**config.mk**
```make
export PLATFORM = sky130hd
export DESIGN_NAME = mem_arbiter
export DESIGN_NICKNAME = d
export VERILOG_FILES = /design/src/rtl/mem_arbiter.sv
export SDC_FILE = /design/constraint.sdc
export NUM_CORES = 1
export LEC_CHECK = 0
export BUFFER_PORTS_ARGS = -buffer_cell sky130_fd_sc_hd__buf_2
export CAP_MARGIN = 15
export CORE_UTILIZATION = 40
export CTS_CLUSTER_SIZE = 20
export DETAILED_ROUTE_END_ITERATION = 16
export PLACE_DENSITY = 0.79
export SYNTH_ARGS = -nofsm -noshare
export SYNTH_HDL_FRONTEND = slang
export SYNTH_SLANG_ARGS = --single-unit
```
**constraint.sdc**
```tcl
create_clock -name clk -period 4.25 [get_ports clk]
set_input_delay 0.6375 -clock clk [delete_from_list [all_inputs] [get_ports clk]]
set_output_delay 0.6375 -clock clk [all_outputs]
set_load 0.005 [all_outputs]
```
**src/rtl/mem_arbiter.sv**
```systemverilog
// Two-port arbiter sharing the single MMIO port between the CPU (port 0) and the LED DMA (port 1).
// Optional feature macro ARB_ROUND_ROBIN_EN: alternate grants on contention instead of fixed CPU priority.
module mem_arbiter #(
  parameter int MEM_LATENCY = 1,
  parameter int LOCK_MAX    = 16
) (
  input  logic        clk,
  input  logic        rst,
  input  logic        p0_req,
  input  logic        p0_we,
  input  logic        p0_ram,
  input  logic [15:0] p0_addr,
  input  logic [31:0] p0_wdata,
  input  logic        p1_req,
  input  logic        p1_we,
  input  logic        p1_ram,
  input  logic [15:0] p1_addr,
  input  logic [31:0] p1_wdata,
  input  logic        p1_lock,
  output logic        p0_ack,
  output logic [31:0] p0_rdata,
  output logic        p1_ack,
  output logic [31:0] p1_rdata,
  output logic        mem_use_ram,
  output logic        mem_load_en,
  output logic        mem_store_en,
  output logic [15:0] mem_addr,
  output logic [31:0] mem_in,
  input  logic [31:0] mem_out
);

  localparam logic [1:0] ST_IDLE = 2'd0;
  localparam logic [1:0] ST_BUSY = 2'd1;
  localparam logic [1:0] ST_DONE = 2'd2;

  localparam logic [2:0] LAT_INIT = 3'(MEM_LATENCY);
  localparam logic [7:0] LOCK_LIM = 8'(LOCK_MAX);

  logic [1:0] state;
  logic [2:0] lat_cnt;
  logic       owner;
  logic [7:0] lock_cnt;
  logic       any_req;
  logic       lock_hit;
  logic       win;
  logic       win_we;
`ifdef ARB_ROUND_ROBIN_EN
  logic       rr_ptr;
`endif

  // Lock rule takes precedence over both fixed priority and round robin.
  always_comb begin
    any_req  = p0_req | p1_req;
    lock_hit = owner & p1_lock & p1_req & (lock_cnt < LOCK_LIM);
    if (lock_hit) begin
      win = 1'b1;
    end else if (p0_req & p1_req) begin
`ifdef ARB_ROUND_ROBIN_EN
      win = rr_ptr;
`else
      win = 1'b0;
`endif
    end else begin
      win = p1_req;
    end
    win_we = win ? p1_we : p0_we;
  end

  always_ff @(posedge clk or posedge rst) begin
    if (rst) begin
      state        <= ST_IDLE;
      lat_cnt      <= '0;
      owner        <= 1'b0;
      lock_cnt     <= '0;
      p0_ack       <= 1'b0;
      p1_ack       <= 1'b0;
      p0_rdata     <= '0;
      p1_rdata     <= '0;
      mem_use_ram  <= 1'b0;
      mem_load_en  <= 1'b0;
      mem_store_en <= 1'b0;
      mem_addr     <= '0;
      mem_in       <= '0;
`ifdef ARB_ROUND_ROBIN_EN
      rr_ptr       <= 1'b0;
`endif
    end else begin
      p0_ack <= 1'b0;
      p1_ack <= 1'b0;
      case (state)
        ST_IDLE: begin
          if (any_req) begin
            owner        <= win;
            mem_addr     <= win ? p1_addr : p0_addr;
            mem_in       <= win ? p1_wdata : p0_wdata;
            mem_use_ram  <= win ? p1_ram : p0_ram;
            mem_store_en <= win_we;
            mem_load_en  <= ~win_we;
            lat_cnt      <= LAT_INIT;
            if (lock_hit) begin
              lock_cnt <= lock_cnt + 8'd1;
            end else if (!win || !p1_lock) begin
              lock_cnt <= '0;
            end
`ifdef ARB_ROUND_ROBIN_EN
            rr_ptr       <= ~win;
`endif
            state        <= ST_BUSY;
          end
        end
        ST_BUSY: begin
          if (lat_cnt == 3'd1) begin
            mem_load_en  <= 1'b0;
            mem_store_en <= 1'b0;
            // Stores complete without touching the owner's load data.
            if (mem_load_en) begin
              if (owner) p1_rdata <= mem_out;
              else       p0_rdata <= mem_out;
            end
            if (owner) p1_ack <= 1'b1;
            else       p0_ack <= 1'b1;
            state <= ST_DONE;
          end else begin
            lat_cnt <= lat_cnt - 3'd1;
          end
        end
        ST_DONE: state <= ST_IDLE;
        default: state <= ST_IDLE;
      endcase
    end
  end

endmodule

```
* Word level (Yosys, flattened, before mapping)
Cells that the tools add are included.
** Storage, ports and cells
- Bits in registers :: 131
- Bits of input ports :: 137
- Output and inout port bits :: 117
- Word-level logic and storage cells :: 66
** Cells by class
- Add/sub/neg operators :: 2
- Magnitude comparators :: 1
- Eq/ne operators :: 5
- Mux-type cells :: 25
- Bitwise gates (word level) :: 7
- Reduce and logical (&&, ||, !) cells :: 13
** Operators with widths (count)
- 2-to-1 mux 32 bit :: 1
- 2-to-1 mux 16 bit :: 1
- 2-to-1 mux 8 bit :: 2
- 2-to-1 mux 1 bit :: 13
- AND reduction 3 bit :: 3
- adder 8 x 1 -> 8 bit (second input constant) :: 1
- < comparator 8 x 5 -> 1 bit (second input constant) :: 1
- AND reduction 4 bit :: 2
- 2-to-1 mux 3 bit :: 2
- inequality test 2 bit (second input constant) :: 3
- case mux 3 bit (2 select lines) :: 1
- AND 1 bit :: 4
- 2-to-1 mux 2 bit :: 2
- case mux 1 bit (2 select lines) :: 2
- case mux 2 bit (2 select lines) :: 1
- AND reduction 2 bit :: 2
- nonzero test 2 bit :: 2
- equality test 3 x 1 -> 1 bit (second input constant) :: 1
- subtractor 3 x 1 -> 3 bit (second input constant) :: 1
- equality test 2 x 1 -> 1 bit (second input constant) :: 1
- logical NOT 1 bit :: 2
- logical NOT 2 bit :: 1
- inverter 1 bit :: 2
- logical OR 1 bit :: 1
- bitwise OR 1 bit :: 1

* Logic depth before layout (Yosys ltp)
Gate-level depths: netlist of run 1.
- Word-level depth :: 8
- Gate-level depth with buffers :: 7
- Depth with buffers taken out :: 6

* Worst setup path before layout of run 1
OpenSTA, ideal clock, no wires.
- Path kind :: flip-flop to flip-flop
- From :: reg lock_cnt[4]
- To :: reg mem_in[21]
- Library setup time :: 0.121 ns
- Arrival :: 1.790 ns
- Data required time :: 4.129 ns
- Slack :: 2.340 ns
- Stages on the path, launching flop included :: 7
- Path buffers :: 2
- Period minus slack after synthesis :: 1.910 ns
- Path through :: dfrtp_1 -> or4b_4 -> o32ai_2 -> buf_6 -> buf_8 -> mux2i_1 -> o21ai_2
** On the way
- Word-level cells in the longest chain between the ends :: 4
** Ends and longest elaborated chain
- from (decl) :: RTL line 42 : logic [7:0] lock_cnt;
- from (signal assigned) :: RTL line 101 : lock_cnt <= lock_cnt + 8'd1;
- < comparator 8 x 5 -> 1 bit :: RTL line 54 : lock_hit = owner & p1_lock & p1_req & (lock_cnt < LOCK_LIM);
- AND 1 bit :: RTL line 54
- 2-to-1 mux 1 bit :: RTL line 55 : if (lock_hit) begin
- 2-to-1 mux 32 bit :: RTL line 95 : mem_in <= win ? p1_wdata : p0_wdata;
- to (signal assigned) :: RTL line 95
- to (decl) :: RTL line 28 : output logic [31:0] mem_in,
No other way between the ends.
A chain may end at the register's enable or synchronous reset.

* Worst setup path in the final report of run 1
- From :: reg lock_cnt[4]
- To :: reg mem_in[20]
Same word-level chain as after synthesis.

==> results.cfg, run 1 <==
[outcome]
status = complete, no violations

[cells_and_area]
drive_above_1_share = 0.522
n_antenna_cell = 0
syn2layout_area_growth_pct = 35.0
nNetsFinal = 828

[global_route]
antenna_found_initial = 0
first_global_vias = 4297
grt_overflow = 0
grt_max_degree = 69
grt_pass1_wl_um = 20500
grt_usage = 0.185

[drt]
drt-met1-wl_um = 5290
finalWirelength_um = 13000
ant_nets = 0
drcViolationCount = 0
wl_per_cell_um = 14.9
topRoutingLayerUsed = met4
drt-initial-drc-count = 114
vias = 4260
vias_per_cell = 4.87
wl_met2_um = 6840
route.met3.wl_um = 602
first_pass_iters = 4

[placement]
place_congestion = 0.763
port_buffers = 253
dpl_worst_slack_ns = 1.58
hpwl_um = 9650

[power_and_ir_drop]
design_power_total_mw = 5.31
p_leak_nw = 3.75
pwr_density_cell_nw_per_um2 = 709
peakVddDrop_uv = 367

[yosys]
async_reset_ff_frac = 1.00
syn-cell-area_sq_um = 5550
yosysWarnings = 0
synthMuxAreaShare = 0.222
synthSimpleGateAreaFrac = 0.0710
ys_ff_latch = 131
synthFlopType = dfrtp_1
synthTopCellsByArea = dfrtp_1 59%, mux2_2 13%, mux2i_1 9.0%
synthXorXnorAreaFrac = 0
syn_area_per_cell_sq_um = 12.8
syn_nets = 573
seq_area_frac_synth = 0.591
synth_commonest_cells = 131 x dfrtp_1, 65 x mux2_2, 59 x nand2_1
synth_adder_area_share = 0.00677
synthCells = 433
synth_compound_area_frac = 0.0686
yosysTopAreaCell = dfrtp_1
synth_edf_count = 0
synth_most_common_cell = dfrtp_1
synthDistinctLibCells = 37
synth_top_family_by_area = multiplexers
synth.top_cell.area_share = 0.591

[timing]
rsz0062_at_grt = no
finalClockSkew_ns = 0.00675
finalCritPeriodShare = 0.624
worstMarginPinSlew_ns = 1.00
timing.final.ws_setup_ns = 1.60
timing.fmax_ghz = 0.377
hold_viol = 0
max_slew_margin = 0.329
min_period_ns = 2.65
totalNegativeSetupSlack_ns = 0
setup_viol = 0
slew_violations = 0

[setup_path]
worstReg2RegStart = lock_cnt[4]
arrival_ns = 2.89
r2r_slack_ns = 1.60
path_class = register to register
worst-path-max-fanout = 38
cp.required_ns = 4.49
cp-end-kind = register
reg2reg_to = mem_in[20]
crit_path_start_kind = register
reg2reg_depth = 5

[cts]
path_clk_slew_ns = 0.06
clockRootBuffer = clkbuf_16
cts_inserted_buffers = 17
hold_buffers = 0
clk_latency_ns = 0.41
postCtsSetupRepairBufs = 0
cts_tree = built
clk_path_buf_depth = 2
post_cts_resize_count = 0
htree_levels = 4
cts_sinks = 131

[floorplanning]
dieArea_sq_um = 14300
num_rows = 42
num_io_pins = 254
core_area_sq_um = 13400
fp.dieW_um = 120
start_util = 0.414
die_h_um = 120

[hold_path]
min_path_type = input port to asynchronous set/reset pin

[job]
drv_cap = 0
sequential cells by signal, summed over array words and instances (netlist names):
name          cells
p1_ack            1
state             2
p0_ack            1
mem_in           32
p0_rdata         32
lat_cnt           3
mem_addr         16
mem_load_en       1
p1_rdata         32
lock_cnt          8
mem_store_en      1
mem_use_ram       1
owner             1
worst max-delay path by stage:
stage,startpoint,end,slack [ns],cells past startpoint
floorplan,rst,lat_cnt[0],0.11,1
global placement,lock_cnt[4],mem_in[21],1.72,5
detailed placement,lock_cnt[4],mem_in[20],1.58,5
CTS,lock_cnt[4],mem_in[20],1.59,5
global route,lock_cnt[4],mem_in[24],1.47,5
finish,lock_cnt[4],mem_in[20],1.60,5
layout make-up:
| class | count | area [sq um] |
|---|---|---|
| fill | 1129 | 5910 |
| sequential | 131 | 3280 |
| multi-input combinational | 272 | 2070 |
| timing repair buffer | 259 | 1340 |
| clock buffer | 19 | 453 |
| tap | 176 | 220 |
| clock inverter | 11 | 105 |
| inverter | 7 | 28.8 |
power by group:
group | switching, mW | internal [mW]
clock network | 0.538 | 0.830
registers | 0.300 | 1.83
logic | 0.865 | 0.944
total | 1.70 | 3.61
worst max-delay path, stage by stage, from the launching register on:
cell and delay (ns):
dfrtp_1 0.39, or4b_4 0.58, o32ai_4 0.78, buf_12 0.34, mux2i_1 0.24, o21ai_1 0.09
placed cells by master, fill, tap and decap left out, types with 2 or more instances in the layout:
cell type   count
nor4_1          2
nor2_1          8
nor2b_1         3
ha_1            3
o21ai_1        47
buf_2         253
clkinv_2        2
mux2_2         65
o21ai_2         2
mux2i_1        50
inv_6           2
o21ai_0         6
buf_4           4
buf_12          2
clkinv_4        2
clkbuf_8        2
clkbuf_16      17
inv_1           6
nand3_1         6
a21oi_1         2
nand2_1        59
dfrtp_1       131
clkinvlp_4      4
logic make-up (layout without fill, tap and decap cells):
kind of cell / Yosys count / in the layout
muxes: 115 / 115
adders and majority gates: 3 / 3
and+or+nand+nor: 88 / 88
AOI/OAI and AO/OA: 66 / 66
buffers and inverters: 30 / 296
DFF: 131 / 131
routing by layer:
layer | vias to the layer above | global-route usage
li1 | 2028 | -
met1 | 2065 | 0.206
met2 | 142 | 0.334
met3 | 25 | 0.0413
met4 | 0 | 0.0883
met5 | - | 0
metrics by stage:
| step | hold slack (ns) | utilization | area [sq um] | cells |
|---|---|---|---|---|
| floorplan | 0.443 | - | 5550 | 433 |
| finish | 0.313 | 0.559 | 7490 | 875 |
| global placement | 0.456 | 0.517 | 6930 | 845 |
| CTS | 0.317 | 0.559 | 7490 | 875 |
| global route | 0.343 | 0.559 | 7490 | 875 |
| detailed placement | 0.464 | 0.517 | 6930 | 845 |
(Power assumes the default switching activity.)
==> inputs of run 2 (changes only) <==
==> constraint.sdc (replaced) <==
create_clock -name clk -period 2.3 [get_ports clk]
set_input_delay 0.345 -clock clk [delete_from_list [all_inputs] [get_ports clk]]
set_output_delay 0.345 -clock clk [all_outputs]
set_load 0.005 [all_outputs]
==> run 2 against run 1 <==
- the flow now finishes with violations (negative hold slack)
- routed wire length is 2.0% higher
- cell count rose by 0.69%
- cell area increased by 1.3%
- clock skew up 0.0018 ns
- total power grew 88%
- via count rose by 0.56%
- register-to-register slack worse by 1.4 ns
- critical endpoint is now mem_in[26]
- largest power group unchanged
- highest routed layer unchanged
==> results.cfg, run 2 (synthesis results as in run 1) <==
[outcome]
status = complete, but fails checks
violations = negative hold slack

[floorplanning]
dieArea_sq_um = 14300
core_area_sq_um = 13400
die_h_um = 120
start_util = 0.414
num_rows = 42
num_io_pins = 254
fp.dieW_um = 120

[setup_path]
path_class = register to register
worstReg2RegStart = lock_cnt[4]
cp.required_ns = 2.58
arrival_ns = 2.42
crit_start = lock_cnt[4]
r2r_slack_ns = 0.17
endpoint = mem_in[26]
reg2reg_to = mem_in[26]
worst-path-max-fanout = 38
cp-end-kind = register
crit_path_start_kind = register
reg2reg_depth = 5

[cts]
cts_sinks = 131
post_cts_resize_count = 0
clk_latency_ns = 0.42
clk_path_buf_depth = 2
htree_levels = 4
cts_inserted_buffers = 17
clockRootBuffer = clkbuf_16
path_clk_slew_ns = 0.06
hold_buffers = 0
cts_tree = built
postCtsSetupRepairBufs = 0

[timing]
slew_violations = 0
worstMarginPinSlew_ns = 0.585
timing.final.ws_setup_ns = 0.166
finalCritPeriodShare = 0.928
setup_viol = 0
max_slew_margin = 0.609
whs_ns = -0.000895
finalClockSkew_ns = 0.00851
hold_viol = 7
timing.fmax_ghz = 0.469
rsz0062_at_grt = no
totalNegativeSetupSlack_ns = 0
min_period_ns = 2.13

[placement]
place_area_sq_um = 7000
place_congestion = 0.787
dpl.cell_count = 849
port_buffers = 253
dpl_worst_slack_ns = 0.173
hpwl_um = 9860

[cells_and_area]
stdcell_count = 881
nNetsFinal = 832
drive_above_1_share = 0.526
design_area_sq_um = 7590
num-fill-cells = 1149
most-common-layout-cells = 253 x buf_2, 131 x dfrtp_1, 65 x mux2_2
n_antenna_cell = 0
largest_registers = mem_in x32, p0_rdata x32, p1_rdata x32
syn2layout_area_growth_pct = 36.8
final_common_cell = buf_2

[power_and_ir_drop]
pwr_density_cell_nw_per_um2 = 1320
p_leak_nw = 3.80
peakVddDrop_uv = 769

[drt]
first_pass_iters = 4
vias = 4284
wl_per_cell_um = 15.1
drcViolationCount = 0
drt-initial-drc-count = 161
vias_per_cell = 4.86
ant_nets = 0
finalWirelength_um = 13300

[global_route]
grt_overflow = 0
grt_usage = 0.192
grt_pass1_wl_um = 21200
first_global_vias = 4405
grt_max_degree = 66
antenna_found_initial = 0

[hold_path]
min_path_type = input port to asynchronous set/reset pin

[job]
drv_cap = 0
==> run 2: cell types whose count changed in the layout (fill, tap and decap cells not counted), sizes merged <==
| cell | previous run | this run |
|---|---|---|
| inv | 9 | 15 |
| clkinv | 4 | 2 |
| clkbuf | 19 | 17 |
| buf | 259 | 263 |
==> run 2: worst min-delay path by stage <==
stage	cells after the start	endpoint	slack, ns	startpoint
finish	2	p1_rdata[29]	-0.0009	rst
floorplan	1	p0_ack	0.44	owner
detailed placement	2	mem_in[21]	0.44	rst
CTS	2	mem_in[21]	0.0005	rst
global route	2	p1_rdata[28]	0.02	rst
global placement	2	mem_in[21]	0.43	rst
==> run 2: stage by stage <==
stage               utilization  power, mW
global route              0.566       10.6
detailed placement        0.522       7.42
CTS                       0.566       10.1
global placement          0.522       7.18
floorplan                     -       5.79
finish                    0.566       9.98
==> run 2: power by group <==
part	internal [mW]	leakage (nW)	switching [mW]
clock	1.54	0.280	1.11
sequential	3.39	1.59	0.556
combinational	1.78	1.93	1.61
total	6.70	3.80	3.28
==> run 2: per-layer routing <==
| metal | global-route usage | up-vias | wire length [um] |
|---|---|---|---|
| li1 | - | 2050 | - |
| met1 | 0.210 | 2061 | 5140 |
| met2 | 0.340 | 145 | 7090 |
| met3 | 0.0480 | 28 | 674 |
| met4 | 0.106 | 0 | 376 |
| met5 | 0 | - | 0 |
==> run 2: final cells by class <==
cell class	count	area, sq um	share of cell area
multi-input cells	272	2070	0.272
flip-flops and latches	131	3280	0.432
clock inverters	15	164	0.0216
inverters	7	30.0	0.00396
well taps	176	220	0.0290
clock buffers	17	425	0.0561
repair buffers	263	1400	0.185
==> run 2: critical path: stages, from the launching register on <==
cell and delay [ns]:
dfrtp_1 0.40, or4b_4 0.59, o32ai_4 0.33, buf_12 0.30
mux2i_1 0.27, o21ai_1 0.08
==> inputs of run 3 (changes only) <==
--- a/config.mk
+++ b/config.mk
@@ -11,6 +11,7 @@
 export CTS_CLUSTER_SIZE = 20
 export DETAILED_ROUTE_END_ITERATION = 16
 export PLACE_DENSITY = 0.79
+export RECOVER_POWER = 25
 export SYNTH_ARGS = -nofsm -noshare
 export SYNTH_HDL_FRONTEND = slang
 export SYNTH_SLANG_ARGS = --single-unit
==> run 3 against run 2 <==
- the run now ends clean
- count of clock-buffer cells in the layout is the same
- flip-flop and latch count did not move
- non-clock buffer count unchanged
- worst hold slack improved by 0.13 ns
- die area stayed put
- via count about the same
- largest cell class unchanged
==> results.cfg, run 3 (synthesis results as in run 1) <==
[outcome]
status = complete, no violations

[timing]
slew_violations = 0
min_period_ns = 2.13
timing.fmax_ghz = 0.469
worstMarginPinSlew_ns = 1.08
hold_viol = 0
finalCritPeriodShare = 0.928
setup_viol = 0
finalClockSkew_ns = 0.00851
rsz0062_at_grt = no
totalNegativeSetupSlack_ns = 0
timing.final.ws_setup_ns = 0.166
max_slew_margin = 0.278

[floorplanning]
num_io_pins = 254
dieArea_sq_um = 14300
die_h_um = 120
start_util = 0.414
core_area_sq_um = 13400
fp.dieW_um = 120
num_rows = 42

[drt]
first_pass_iters = 4
wl_per_cell_um = 15.1
drcViolationCount = 0
drt-initial-drc-count = 162
vias = 4283
finalWirelength_um = 13300
ant_nets = 0
vias_per_cell = 4.86

[cells_and_area]
largest_registers = mem_in x32, p0_rdata x32, p1_rdata x32
regArea_sq_um = 3280
multiInputGateArea_sq_um = 2070
drive_above_1_share = 0.526
syn2layout_area_growth_pct = 36.2
num-fill-cells = 1154
design_area_sq_um = 7560
stdcell_count = 881
nNetsFinal = 832
final_common_cell = buf_2
n_antenna_cell = 0
final_core_util = 0.564
most-common-layout-cells = 253 x buf_2, 131 x dfrtp_1, 65 x mux2_2

[cts]
clockRootBuffer = clkbuf_16
cts_tree = built
htree_levels = 4
clk_latency_ns = 0.42
cts_inserted_buffers = 17
path_clk_slew_ns = 0.06
hold_buffers = 0
postCtsSetupRepairBufs = 0
cts_sinks = 131
clk_path_buf_depth = 2
post_cts_resize_count = 0

[power_and_ir_drop]
p_leak_nw = 3.79
pwr_density_cell_nw_per_um2 = 1320
peakVddDrop_uv = 769

[setup_path]
crit_family = simple AND/OR/NAND/NOR gates
max_stage_delay_ns = 0.59
cp-end-kind = register
crit_chain = or4b_4, o32ai_4, buf_12, mux2i_1, o21ai_1
critPathBufInv = 1
slowest_stage = or4b_4
crit_start = lock_cnt[4]
cp.required_ns = 2.58
arrival_ns = 2.42
worstReg2RegStart = lock_cnt[4]
worst-path-max-fanout = 38
crit_path_start_kind = register
path_class = register to register

[global_route]
grt_usage = 0.192
first_global_vias = 4405
grt_max_degree = 66
grt_overflow = 0
antenna_found_initial = 0
grt_pass1_wl_um = 21200

[placement]
place_congestion = 0.787
port_buffers = 253
place_area_sq_um = 7000
dpl_worst_slack_ns = 0.173
hpwl_um = 9860
dpl.cell_count = 849

[job]
drv_cap = 0

[hold_path]
min_path_type = input port to asynchronous set/reset pin
[run 3: cell types whose count changed in the layout (fill, tap and decap cells not counted)]
cell	delta
buf_12	-2
clkbuf_2	+1
clkbuf_4	+1
clkinvlp_2	+1
clkinvlp_4	-1
[run 3: worst register-to-register path, cell delays in order, from the launching register on]
cell and delay, ns:
dfrtp_1 0.40, or4b_4 0.59, o32ai_4 0.33, buf_12 0.30
mux2i_1 0.31, o21ai_1 0.08
[run 3: routing by layer]
layer  routed length [um]  vias to the layer above  GRT usage  share of wire
met5                    0                        -          0              0
met4                  376                        0      0.106          0.028
met3                  674                       28     0.0480          0.051
met2                 7100                      145      0.340           0.53
met1                 5140                     2059      0.210           0.39
li1                     -                     2051          -              -
[run 3: area by class of cell]
type	count	area share
clock inverter	15	0.0217
timing repair buffer	263	0.182
multi-input combinational	272	0.273
inverter	7	0.00364
sequential	131	0.434
tap	176	0.0291
clock buffer	17	0.0563
[run 3: final timing paths]
path / to / slack [ns] / cells after the start
setup / recovery: mem_in[26] / 0.17 / 5
hold / removal: p1_rdata[29] / 0.13 / 2
setup reg to reg: mem_in[26] / 0.17 / 5
hold reg to reg: mem_in[21] / 0.48 / 2
max in group asynchronous: mem_addr[8] / 0.62 / 3
min in group clk: p0_rdata[1] / 0.17 / 2
[run 3: through the flow]
step / power (mW) / hold slack, ns
2_1_floorplan: 5.79 / 0.443
3_3_place_gp: 7.18 / 0.429
3_5_place_dp: 7.42 / 0.443
4_1_cts: 10.1 / 0.000543
5_1_grt: 10.6 / 0.157
6_report: 9.97 / 0.125
[run 3: power by group]
part,internal (mW),total [mW],switching (mW)
sequential,3.39,3.94,0.556
combinational,1.77,3.38,1.61
clock,1.54,2.65,1.11
total,6.70,9.97,3.28
